`config.mk`:
```
export PLATFORM = sky130hd
export DESIGN_NAME = tsr
export DESIGN_NICKNAME = d
export VERILOG_FILES = /design/src/rtl/tsr.sv
export SDC_FILE = /design/constraint.sdc
export NUM_CORES = 1
export LEC_CHECK = 0
export ABC_AREA = 1
export CAP_MARGIN = 20
export CORE_UTILIZATION = 50
export CTS_CLUSTER_SIZE = 12
export DETAILED_ROUTE_END_ITERATION = 16
export GPL_ROUTABILITY_DRIVEN = 0
export PLACE_DENSITY = 0.71
export SETUP_SLACK_MARGIN = 0.2
export SLEW_MARGIN = 25
export SYNTH_ARGS = -nofsm -noshare
export SYNTH_HDL_FRONTEND = slang
export SYNTH_SLANG_ARGS = --single-unit
```
`constraint.sdc`:
```
create_clock -name clk -period 3.4 [get_ports clk]
set_input_delay 0.34 -clock clk [delete_from_list [all_inputs] [get_ports clk]]
set_output_delay 0.34 -clock clk [all_outputs]
set_load 0.02 [all_outputs]
```
`src/rtl/tsr.sv`:
```
// UART transmit shift register. A one-deep holding register takes a parallel
// word through a valid/ready handshake. The word is then shifted out LSB-first
// as start, data, optional parity and stop bits. Bit boundaries are the rising
// edges of the baud generator's bit_tick, and every output is registered.
module tsr #(
  parameter int DATA_SIZE   = 8,
  parameter int PARITY_MODE = 0,
  parameter int STOP_BITS   = 1
) (
  input  logic                 clk,
  input  logic                 reset,
  input  logic [DATA_SIZE-1:0] d_i,
  input  logic                 data_valid,
  input  logic                 bit_tick,
  output logic                 tx_ready,
  output logic                 tx_busy,
  output logic                 tx_done,
  output logic                 overrun_error,
  output logic                 transmit_line
);

  // Parity mode 3 falls back to no parity. Any stop count other than 2 is one.
  localparam bit PAR_EN  = (PARITY_MODE == 1) || (PARITY_MODE == 2);
  localparam bit PAR_ODD = (PARITY_MODE == 2);
  localparam logic STOP_LAST = (STOP_BITS == 2) ? 1'b1 : 1'b0;
  localparam logic [3:0] LAST_DATA = 4'(DATA_SIZE - 1);

  typedef enum logic [2:0] {
    S_IDLE,
    S_START,
    S_DATA,
    S_PARITY,
    S_STOP
  } state_t;

  state_t               state_q, state_d;
  logic [DATA_SIZE-1:0] hold_q, hold_d;
  logic [DATA_SIZE-1:0] shift_q, shift_d;
  logic [3:0]           cnt_q, cnt_d;
  logic                 par_q, par_d;
  logic                 stop_q, stop_d;
  logic                 bit_tick_q;
  logic                 ready_q, ready_d;
  logic                 busy_q, busy_d;
  logic                 done_q, done_d;
  logic                 ovr_q, ovr_d;
  logic                 line_q, line_d;
  logic                 tick_edge;
  logic                 load;

  // bit_tick_q clears on reset. Any tick seen on the first edge after release
  // finds the holding register empty, so it cannot start a frame.
  assign tick_edge = bit_tick & ~bit_tick_q;

  // Next-state logic: host write, frame sequencing and the holding-to-shift load
  always_comb begin
    state_d = state_q;
    hold_d  = hold_q;
    shift_d = shift_q;
    cnt_d   = cnt_q;
    par_d   = par_q;
    stop_d  = stop_q;
    ready_d = ready_q;
    line_d  = line_q;
    done_d  = 1'b0;
    ovr_d   = 1'b0;
    load    = 1'b0;

    // A write is only accepted into an empty holding register. Otherwise the
    // write is flagged and the held word is kept.
    if (data_valid) begin
      if (ready_q) begin
        hold_d  = d_i;
        ready_d = 1'b0;
      end else begin
        ovr_d = 1'b1;
      end
    end

    if (tick_edge) begin
      case (state_q)
        S_IDLE: begin
          if (!ready_q) load = 1'b1;
        end
        S_START: begin
          line_d  = shift_q[0];
          cnt_d   = 4'd0;
          state_d = S_DATA;
        end
        S_DATA: begin
          if (cnt_q == LAST_DATA) begin
            if (PAR_EN) begin
              line_d  = par_q;
              state_d = S_PARITY;
            end else begin
              line_d  = 1'b1;
              stop_d  = 1'b0;
              state_d = S_STOP;
            end
          end else begin
            shift_d = shift_q >> 1;
            cnt_d   = cnt_q + 4'd1;
            line_d  = shift_q[1];
          end
        end
        S_PARITY: begin
          line_d  = 1'b1;
          stop_d  = 1'b0;
          state_d = S_STOP;
        end
        S_STOP: begin
          if (stop_q == STOP_LAST) begin
            done_d = 1'b1;
            // A waiting word starts immediately, so there is no idle bit period.
            if (!ready_q) begin
              load = 1'b1;
            end else begin
              line_d  = 1'b1;
              state_d = S_IDLE;
            end
          end else begin
            stop_d = stop_q + 1'b1;
          end
        end
        default: begin
          line_d  = 1'b1;
          state_d = S_IDLE;
        end
      endcase
    end

    // A load takes the old holding value. A write in the same cycle was already
    // refused because ready_q was low.
    if (load) begin
      shift_d = hold_q;
      par_d   = (^hold_q) ^ PAR_ODD;
      ready_d = 1'b1;
      line_d  = 1'b0;
      state_d = S_START;
    end

    busy_d = (state_d != S_IDLE);
  end

  // State and output registers; an asynchronous reset aborts any frame in flight
  always_ff @(posedge clk or negedge reset) begin
    if (!reset) begin
      state_q    <= S_IDLE;
      hold_q     <= '0;
      shift_q    <= '0;
      cnt_q      <= 4'd0;
      par_q      <= 1'b0;
      stop_q     <= 1'b0;
      bit_tick_q <= 1'b0;
      ready_q    <= 1'b1;
      busy_q     <= 1'b0;
      done_q     <= 1'b0;
      ovr_q      <= 1'b0;
      line_q     <= 1'b1;
    end else begin
      state_q    <= state_d;
      hold_q     <= hold_d;
      shift_q    <= shift_d;
      cnt_q      <= cnt_d;
      par_q      <= par_d;
      stop_q     <= stop_d;
      bit_tick_q <= bit_tick;
      ready_q    <= ready_d;
      busy_q     <= busy_d;
      done_q     <= done_d;
      ovr_q      <= ovr_d;
      line_q     <= line_d;
    end
  end

  assign tx_ready      = ready_q;
  assign tx_busy       = busy_q;
  assign tx_done       = done_q;
  assign overrun_error = ovr_q;
  assign transmit_line = line_q;

endmodule

```
After elaboration in Yosys (flattened, before gate mapping)

Index checks and enable logic that the tools add are counted.

Add/subtract/negate cells: 2
Equal/unequal tests: 11
Multiplexer cells: 31
Bitwise operators: 2
Reduce and logical (&&, ||, !) cells: 12

Operator list:

| cell                                                | number |
|---|---|
| 2-to-1 mux 8 bit                                    | 4 |
| 2-to-1 mux 1 bit                                    | 16 |
| 2-to-1 mux 3 bit                                    | 5 |
| one-hot mux 3 bit (5 select lines)                  | 1 |
| AND reduction 3 bit                                 | 3 |
| inequality test 2 bit, second input constant        | 4 |
| one-hot mux 4 bit (2 select lines)                  | 1 |
| nonzero test 2 bit                                  | 4 |
| equality test 3 x 2 -> 1 bit, second input constant | 2 |
| inequality test 3 bit, second input constant        | 2 |
| nonzero test 3 bit                                  | 2 |
| adder 4 x 1 -> 4 bit, second input constant         | 1 |
| equality test 4 x 3 -> 1 bit, second input constant | 1 |
| 2-to-1 mux 4 bit                                    | 1 |
| one-hot mux 1 bit (4 select lines)                  | 1 |
| AND reduction 4 bit                                 | 1 |
| equality test 3 x 1 -> 1 bit, second input constant | 1 |
| equality test 3 bit, second input constant          | 1 |
| logical NOT 3 bit                                   | 1 |
| one-hot mux 1 bit (3 select lines)                  | 1 |
| one-hot mux 1 bit (2 select lines)                  | 1 |
| AND reduction 2 bit                                 | 1 |
| adder 1 bit, second input constant                  | 1 |
| AND 1 bit                                           | 1 |
| NOT 1 bit                                           | 1 |

Bits in registers: 30
Input bits: 12
Output and inout port bits: 5
Word-level logic and storage cells: 69

Longest topological paths before layout

Gate-level depths: netlist of run 1.

Word-level depth: 6
Gate-level depth with buffers: 8
Mapped depth without buffers: 8

Worst setup path after synthesis of run 1

OpenSTA, ideal clock, no wires.

Path type: register -> register
Start: reg ready_q, in the netlist tx_ready
End: reg shift_q[3]
Setup time: 65 ps
Arrival time: 1167 ps
Path slack: 2168 ps
Cell stages (with the launch flop): 8
Path buffers: 1
Clock period less this slack: 1232 ps
Path through: dfstp_2 > inv_1 > nand3_4 > buf_6 > nand2_1 > o21ai_1 > nand2_1 > nand2_1

Longest elaborated chain between the ends: 6
Elaborated cells on any way between the ends: 9

RTL lines:

| item                                                                                | line    | text |
|---|---|---|
| start, declared                                                                     | 43      | `logic ready_q, ready_d;` |
| start signal, assigned                                                              | 168     | `ready_q <= ready_d;` |
| 2-to-1 mux 1 bit (*)                                                                | 83, 115 |  |
| 2-to-1 mux 1 bit                                                                    | 112     | `if (stop_q == STOP_LAST) begin` |
| one-hot mux 1 bit (2 select lines) (*)                                              | 81      | `case (state_q)` |
| 2-to-1 mux 1 bit (*)                                                                | 80      | `if (tick_edge) begin` |
| inequality test 2 bit (no source line) / nonzero test 2 bit (equally long branches) | --      |  |
| AND reduction 3 bit (no source line)                                                | --      |  |
| end signal, assigned                                                                | 163     | `shift_q <= shift_d;` |
| end, declared                                                                       | 38      | `logic [DATA_SIZE-1:0] shift_q, shift_d;` |

Mark *: on every way between the ends. The rest lies on a longest branch, timed or not.
A chain may end at the register's enable or synchronous reset.

Final worst setup path of run 1

Start: reg ready_q, in the netlist tx_ready
End: out tx_ready

RTL lines:

| item          | line | text |
|---|---|---|
| end, declared | 15   | `output logic tx_ready,` |

No word-level cell between the ends.

==> flow_summary.yaml, run 1 <==
outcome:
  result_of_the_run: "finished clean"
global_routing:
  grt_usage: 0.206
  globalRouteOverflowTotal: 0
  pin_count_of_the_biggest_net_entering_global_routing: 30
  first_pass_grt_wire_length_mm: 4.22
  first_global_vias: 984
  grt_antenna_before_repair: 0
placement:
  dp_slack_ns: 1.58
  io_buffers: 16
  dp_wirelength_mm: 1.71
layout:
  n_fill_cell: 230
  num-nets-final: 195
  final_layout_size_suffix_gt1_frac: 0.120
  area_growth_pct: 15.8
  num_antenna_cells: 0
clock_network:
  cts_made_buffers: 5
  clkSlewWorstSetupHoldPaths_ns: 0.08
  cts_tree: "done"
  cts_sinks: 29
  post_cts.repair.setup_buffers: 0
  holdBufCountCts: 0
  clkLatencyLatePin_ns: 0.33
  number_of_h_tree_branching_levels: 2
  postCtsResizedCells: 0
  cts_root_buf: "sky130_fd_sc_hd__clkbuf_4"
  ctsLongestPathBuffers: 2
timing:
  final_max_slew_viol_count: 0
  finalSetupViolCount: 0
  timing.clock.skew_ns: 0.00838
  setup_ws_ns: 1.56
  maxSlewHeadroom: 0.749
  finalHoldViolCount: 0
  worst_slew_pin_slew_ns: 0.376
  timing.final.crit_share: 0.542
  clock.fmax_mhz: 543
  timing.setup.tns_ns: 0
  grt_setup_unrepaired: "false"
  period_minus_slack_ns: 1.84
synthesis:
  yosys_register_bits: 29
  synth_flop_cell: "sky130_fd_sc_hd__dfrtp_1"
  synth.lib_cells_used.distinct: 26
  synth_enable_flop_cells: 0
  mux_cell_area_share_after_synthesis: 0
  synthAdderAreaFrac: 0.00890
  synth-async-reset-ratio: 1.00
  yosysWarningCount: 0
  post_synthesis_cell_area_sq_mm: 0.00141
  basic_gate_share_of_the_synthesized_area_counting_and_or_nand_and_nor_cells: 0.285
  main_combinational_cell_family_by_area_after_synthesis: "simple AND/OR/NAND/NOR gates"
  synth_sequential_area_ratio: 0.518
  synth_fp_nets: 175
  synth_xor_xnor_area_share: 0.0125
  synthesized_area_per_cell_sq_um: 8.68
  synth_compound_area_frac: 0.0961
  syn_inst: 162
worst_setup_path:
  worstPathRequired_ns: 3.06
  critPathBufInv: 1
  type_of_the_worst_setup_path: "reg -> out"
  worstPathCellList: "clkdlybuf4s50_1"
  crit_path_end_kind: "output pin"
  crit_family: "buffers and inverters"
  worst_path_largest_cell_delay_ns: 0.61
  crit_fanout: 5
  cp-start-kind: "register"
  arrival_ns: 1.50
  slowest_stage_cell_cp: "sky130_fd_sc_hd__clkdlybuf4s50_1"
power_and_ir_drop:
  power_leakage_nw: 0.810
  pwr_density_cell_mw_per_mm2: 721
  max-vdd-ir-drop_v: 0.000541
route:
  detail_route.vias_per_cell: 4.96
  wire_per_inst_um: 11.1
  detail_route.drc_violations: 0
  postRouteAntennaNets: 0
  first_pass_iteration_count_of_the_detailed_router: 4
  routed-via-count: 1056
  dr.first_iter.drc_count: 19
  wl_mm: 2.37
die:
  initial_standard_cell_utilization_of_the_core: 0.548
  floorplan.die.height_um: 55.0
  fp.dieArea_sq_mm: 0.00303
  row_count: 18
  num_io_pins: 17
  core-area_sq_mm: 0.00257
  die_w_um: 55.0
min_path:
  hp-class: "in -> async"
run:
  max-cap-violations: 0
-- path summary, 6_finish.rpt --
path	start	end	slack (ns)	cells after the start
min in group clk	transmit_line	transmit_line	0.47	2
max in group asynchronous	reset	tx_ready	2.70	2
max reg2reg	cnt_q[0]	shift_q[2]	1.95	6
max	tx_ready	tx_ready	1.56	1
min reg2reg	transmit_line	transmit_line	0.47	2
min	reset	bit_tick_q	0.39	2
-- synth_stat cells (2+ instances only) --
| cell type | count | share of area |
|---|---|---|
| sky130_fd_sc_hd__o21ai_0 | 10 | 0.036 |
| sky130_fd_sc_hd__dfstp_2 | 2 | 0.037 |
| sky130_fd_sc_hd__dfrtp_1 | 27 | 0.48 |
| sky130_fd_sc_hd__buf_6 | 2 | 0.016 |
| sky130_fd_sc_hd__nand2_2 | 2 | 0.0089 |
| sky130_fd_sc_hd__o21ai_1 | 4 | 0.014 |
| sky130_fd_sc_hd__nand2_1 | 54 | 0.14 |
| sky130_fd_sc_hd__a21oi_1 | 3 | 0.011 |
| sky130_fd_sc_hd__o21ai_2 | 5 | 0.031 |
| sky130_fd_sc_hd__xor2_1 | 2 | 0.012 |
| sky130_fd_sc_hd__nor2_4 | 2 | 0.016 |
| sky130_fd_sc_hd__inv_1 | 17 | 0.045 |
| sky130_fd_sc_hd__nand3_1 | 16 | 0.057 |
| sky130_fd_sc_hd__nor2_1 | 4 | 0.011 |
-- stage by stage --
step	total power (W)	hold WS, ns	util	std cells	cell area [sq um]
floorplan	0.000850	0.0444	-	162	1410
global placement	0.000951	0.459	0.612	205	1570
detailed placement	0.000969	0.458	0.612	205	1570
CTS	0.00119	0.392	0.635	213	1630
global route	0.00128	0.411	0.635	213	1630
finish	0.00117	0.392	0.635	213	1630
-- routing by layer --
layer	wire length (um)	share of wire	vias to the layer above	track usage
met5	0	0	-	0
met4	47	0.020	0	0.0875
met3	101	0.043	6	0.0820
met2	1070	0.45	19	0.309
met1	1140	0.48	479	0.262
li1	-	-	552	-
-- registers in the layout, summed over array words and instances (netlist names) --
signal / count
shift_q: 8
bit_tick_q: 1
transmit_line: 1
state_q: 3
hold_q: 8
overrun_error: 1
tx_ready: 1
tx_done: 1
tx_busy: 1
cnt_q: 4
-- placed cells by master, fill, tap and decap left out, types with 3 or more instances in the layout --
cell type	synthesis	routed
sky130_fd_sc_hd__o21ai_2	5	5
sky130_fd_sc_hd__o21ai_1	4	4
sky130_fd_sc_hd__nand2_1	54	54
sky130_fd_sc_hd__inv_1	17	17
sky130_fd_sc_hd__nand3_1	16	16
sky130_fd_sc_hd__clkbuf_4	0	5
sky130_fd_sc_hd__o21ai_0	10	10
sky130_fd_sc_hd__a21oi_1	3	3
sky130_fd_sc_hd__dfrtp_1	27	27
sky130_fd_sc_hd__nor2_1	4	4
sky130_fd_sc_hd__clkdlybuf4s50_1	0	16
-- layout make-up --
class,instances,area [sq um],share of cell area
flip-flops and latches,29,728,0.447
multi-input cells,110,566,0.347
well taps,30,37.5,0.0230
inverters,19,71.3,0.0438
repair buffers,17,168,0.103
clock buffers,8,58.8,0.0361
-- where the power goes --
part / switching, W / internal, W
Clock: 0.000113 / 0.000102
Sequential: 0.0000781 / 0.000473
Combinational: 0.000249 / 0.000159
-- logic make-up (layout without fill, tap and decap cells) --
group                      count (synthesis)  after routing
adders and majority gates                  1              1
buffers and inverters                     23             44
DFF                                       29             29
and+or+nand+nor                           84             84
xor gates and xnor gates                   2              2
AOI/OAI and AO/OA                         23             23
(Power assumes the default switching activity.)
==> run 2, diff against run 1 <==
CORE_UTILIZATION = 49   (was 50)
PLACE_DENSITY = 0.72   (was 0.71)
clock period = 1.6 ns   (was 3.4 ns; I/O delays follow)
==> flow_summary.yaml, run 2 (synthesized netlist as in run 1, its figures left out) <==
placement:
  dp_wirelength_mm: 1.81
  io_buffers: 16
power_and_ir_drop:
  comb_power_share: 0.374
  pwr_density_cell_mw_per_mm2: 1500
  power.share.switching: 0.376
  power_leakage_nw: 0.862
  max-vdd-ir-drop_v: 0.000988
  p_switching_w: 0.000966
  intPower_w: 0.00160
  pwr-share-clk: 0.174
  p_seq_frac: 0.452
worst_setup_path:
  arrival_ns: 1.18
  slowest_stage_cell_cp: "sky130_fd_sc_hd__dfstp_2"
  worstPathCellList: "dlygate4sd2_1"
  cp-start-kind: "register"
  crit_family: "flip-flops"
  worst_path_largest_cell_delay_ns: 0.54
  crit_path_end_kind: "output pin"
  type_of_the_worst_setup_path: "reg -> out"
  worstPathRequired_ns: 1.44
  cp.depth: 1
  crit_start: "transmit_line"
  depth_of_the_worst_register_to_register_path: 7
  critPathBufInv: 1
  crit_fanout: 2
  r2r_start: "state_q[1]"
route:
  met3WireLength_um: 119
  routed-via-count: 1105
  wl_mm: 2.52
  dr.first_iter.drc_count: 35
  routed-wl-met2_mm: 1.19
  detail_route.drc_violations: 0
  wire_per_inst_um: 11.5
  postRouteAntennaNets: 0
  first_pass_iteration_count_of_the_detailed_router: 4
  dr.max_layer_used: "met4"
  detail_route.vias_per_cell: 5.02
  wirelength_met1_mm: 1.12
clock_network:
  ctsLongestPathBuffers: 2
  clkLatencyLatePin_ns: 0.32
  cts_sinks: 29
  cts_made_buffers: 5
  clkSlewWorstSetupHoldPaths_ns: 0.09
  holdBufCountCts: 0
  cts_root_buf: "sky130_fd_sc_hd__clkbuf_4"
  cts_tree: "done"
  number_of_h_tree_branching_levels: 2
run:
  max-cap-violations: 0
global_routing:
  globalRouteOverflowTotal: 0
  grt_usage: 0.184
  first_global_vias: 1048
  grt_antenna_before_repair: 0
  first_pass_grt_wire_length_mm: 4.37
  pin_count_of_the_biggest_net_entering_global_routing: 24
die:
  core-area_sq_mm: 0.00273
  floorplan.die.height_um: 55.6
  die_w_um: 55.6
  num_io_pins: 17
  initial_standard_cell_utilization_of_the_core: 0.514
  row_count: 19
  fp.dieArea_sq_mm: 0.00309
layout:
  most_common_cell_after_layout_fill_and_taps_aside: "sky130_fd_sc_hd__nand2_1"
  mostFrequentLayoutCells: "sky130_fd_sc_hd__nand2_1 (54), sky130_fd_sc_hd__dfrtp_1 (27), sky130_fd_sc_hd__inv_1 (17), sky130_fd_sc_hd__nand3_1 (16), sky130_fd_sc_hd__clkdlybuf4s50_1 (11)"
  num_antenna_cells: 0
  n_fill_cell: 245
  area_growth_pct: 21.5
  post-route-util: 0.625
  top_regs: "hold_q x8, shift_q x8, cnt_q x4"
  final_layout_size_suffix_gt1_frac: 0.164
  num-nets-final: 202
timing:
  grt_setup_unrepaired: "false"
  period_minus_slack_ns: 1.34
  finalHoldViolCount: 0
  clock.fmax_mhz: 744
  timing.setup.tns_ns: 0
  finalSetupViolCount: 0
  worst_slew_pin_slew_ns: 0.380
  timing.final.crit_share: 0.840
  timing.clock.skew_ns: 0.00436
  worst_hold_slack_ns: 0.110
  maxSlewHeadroom: 0.746
  final_max_slew_viol_count: 0
outcome:
  result_of_the_run: "finished clean"
min_path:
  hp-class: "in -> async"
run 2: cell types whose count changed in the layout (fill, tap and decap cells not counted), moves of 2 or more:
cell,previous run,this run
sky130_fd_sc_hd__dlygate4sd2_1,0,4
sky130_fd_sc_hd__clkdlybuf4s50_1,16,11
sky130_fd_sc_hd__buf_4,1,6
sky130_fd_sc_hd__buf_12,0,2
run 2: what timing repair did:
item / in CTS / in global routing
buffers inserted: 0 / 5
pin swaps: 0 / 1
resized for setup: 6 / 4
setup endpoints to repair: 12 / 13
run 2: final timing paths:
| check | endpoint | slack [ns] |
|---|---|---|
| max in group asynchronous | tx_ready | 0.97 |
| worst max-delay path | transmit_line | 0.26 |
| min in group clk | bit_tick_q | 0.31 |
| worst min-delay path | bit_tick_q | 0.11 |
| worst max register to register | cnt_q[0] | 0.28 |
| worst min register to register | transmit_line | 0.47 |
run 2: power groups by stage:
stage | logic (W) | registers, W | clock network [W]
after floorplan | 0.000595 | 0.00121 | 0
after global placement | 0.000871 | 0.00117 | 0
after detailed placement | 0.000898 | 0.00119 | 0
after CTS | 0.000876 | 0.00117 | 0.000459
after global routing | 0.00110 | 0.00119 | 0.000486
final | 0.000960 | 0.00116 | 0.000447
run 2: metrics by stage:
step / cells / setup slack, ns / area, sq um / total power (W)
after floorplan: 162 / 0.368 / 1410 / 0.00181
after global placement: 208 / 0.0838 / 1610 / 0.00205
after detailed placement: 208 / 0.0660 / 1610 / 0.00208
after CTS: 215 / 0.186 / 1670 / 0.00251
after global routing: 220 / 0.181 / 1710 / 0.00277
final: 220 / 0.256 / 1710 / 0.00257
run 2: metal layers:
layer	track usage	up-vias
met1	0.231	493
met4	0.111	0
met5	0	-
met2	0.284	29
met3	0.0512	12
li1	-	571
run 2: layout make-up:
cell class / count / area, sq um / area share
clock buffer: 7 / 55.1 / 0.0322
inverter: 19 / 71.3 / 0.0417
multi-input combinational: 110 / 581 / 0.340
sequential: 29 / 728 / 0.426
tap: 31 / 38.8 / 0.0227
timing repair buffer: 24 / 235 / 0.138
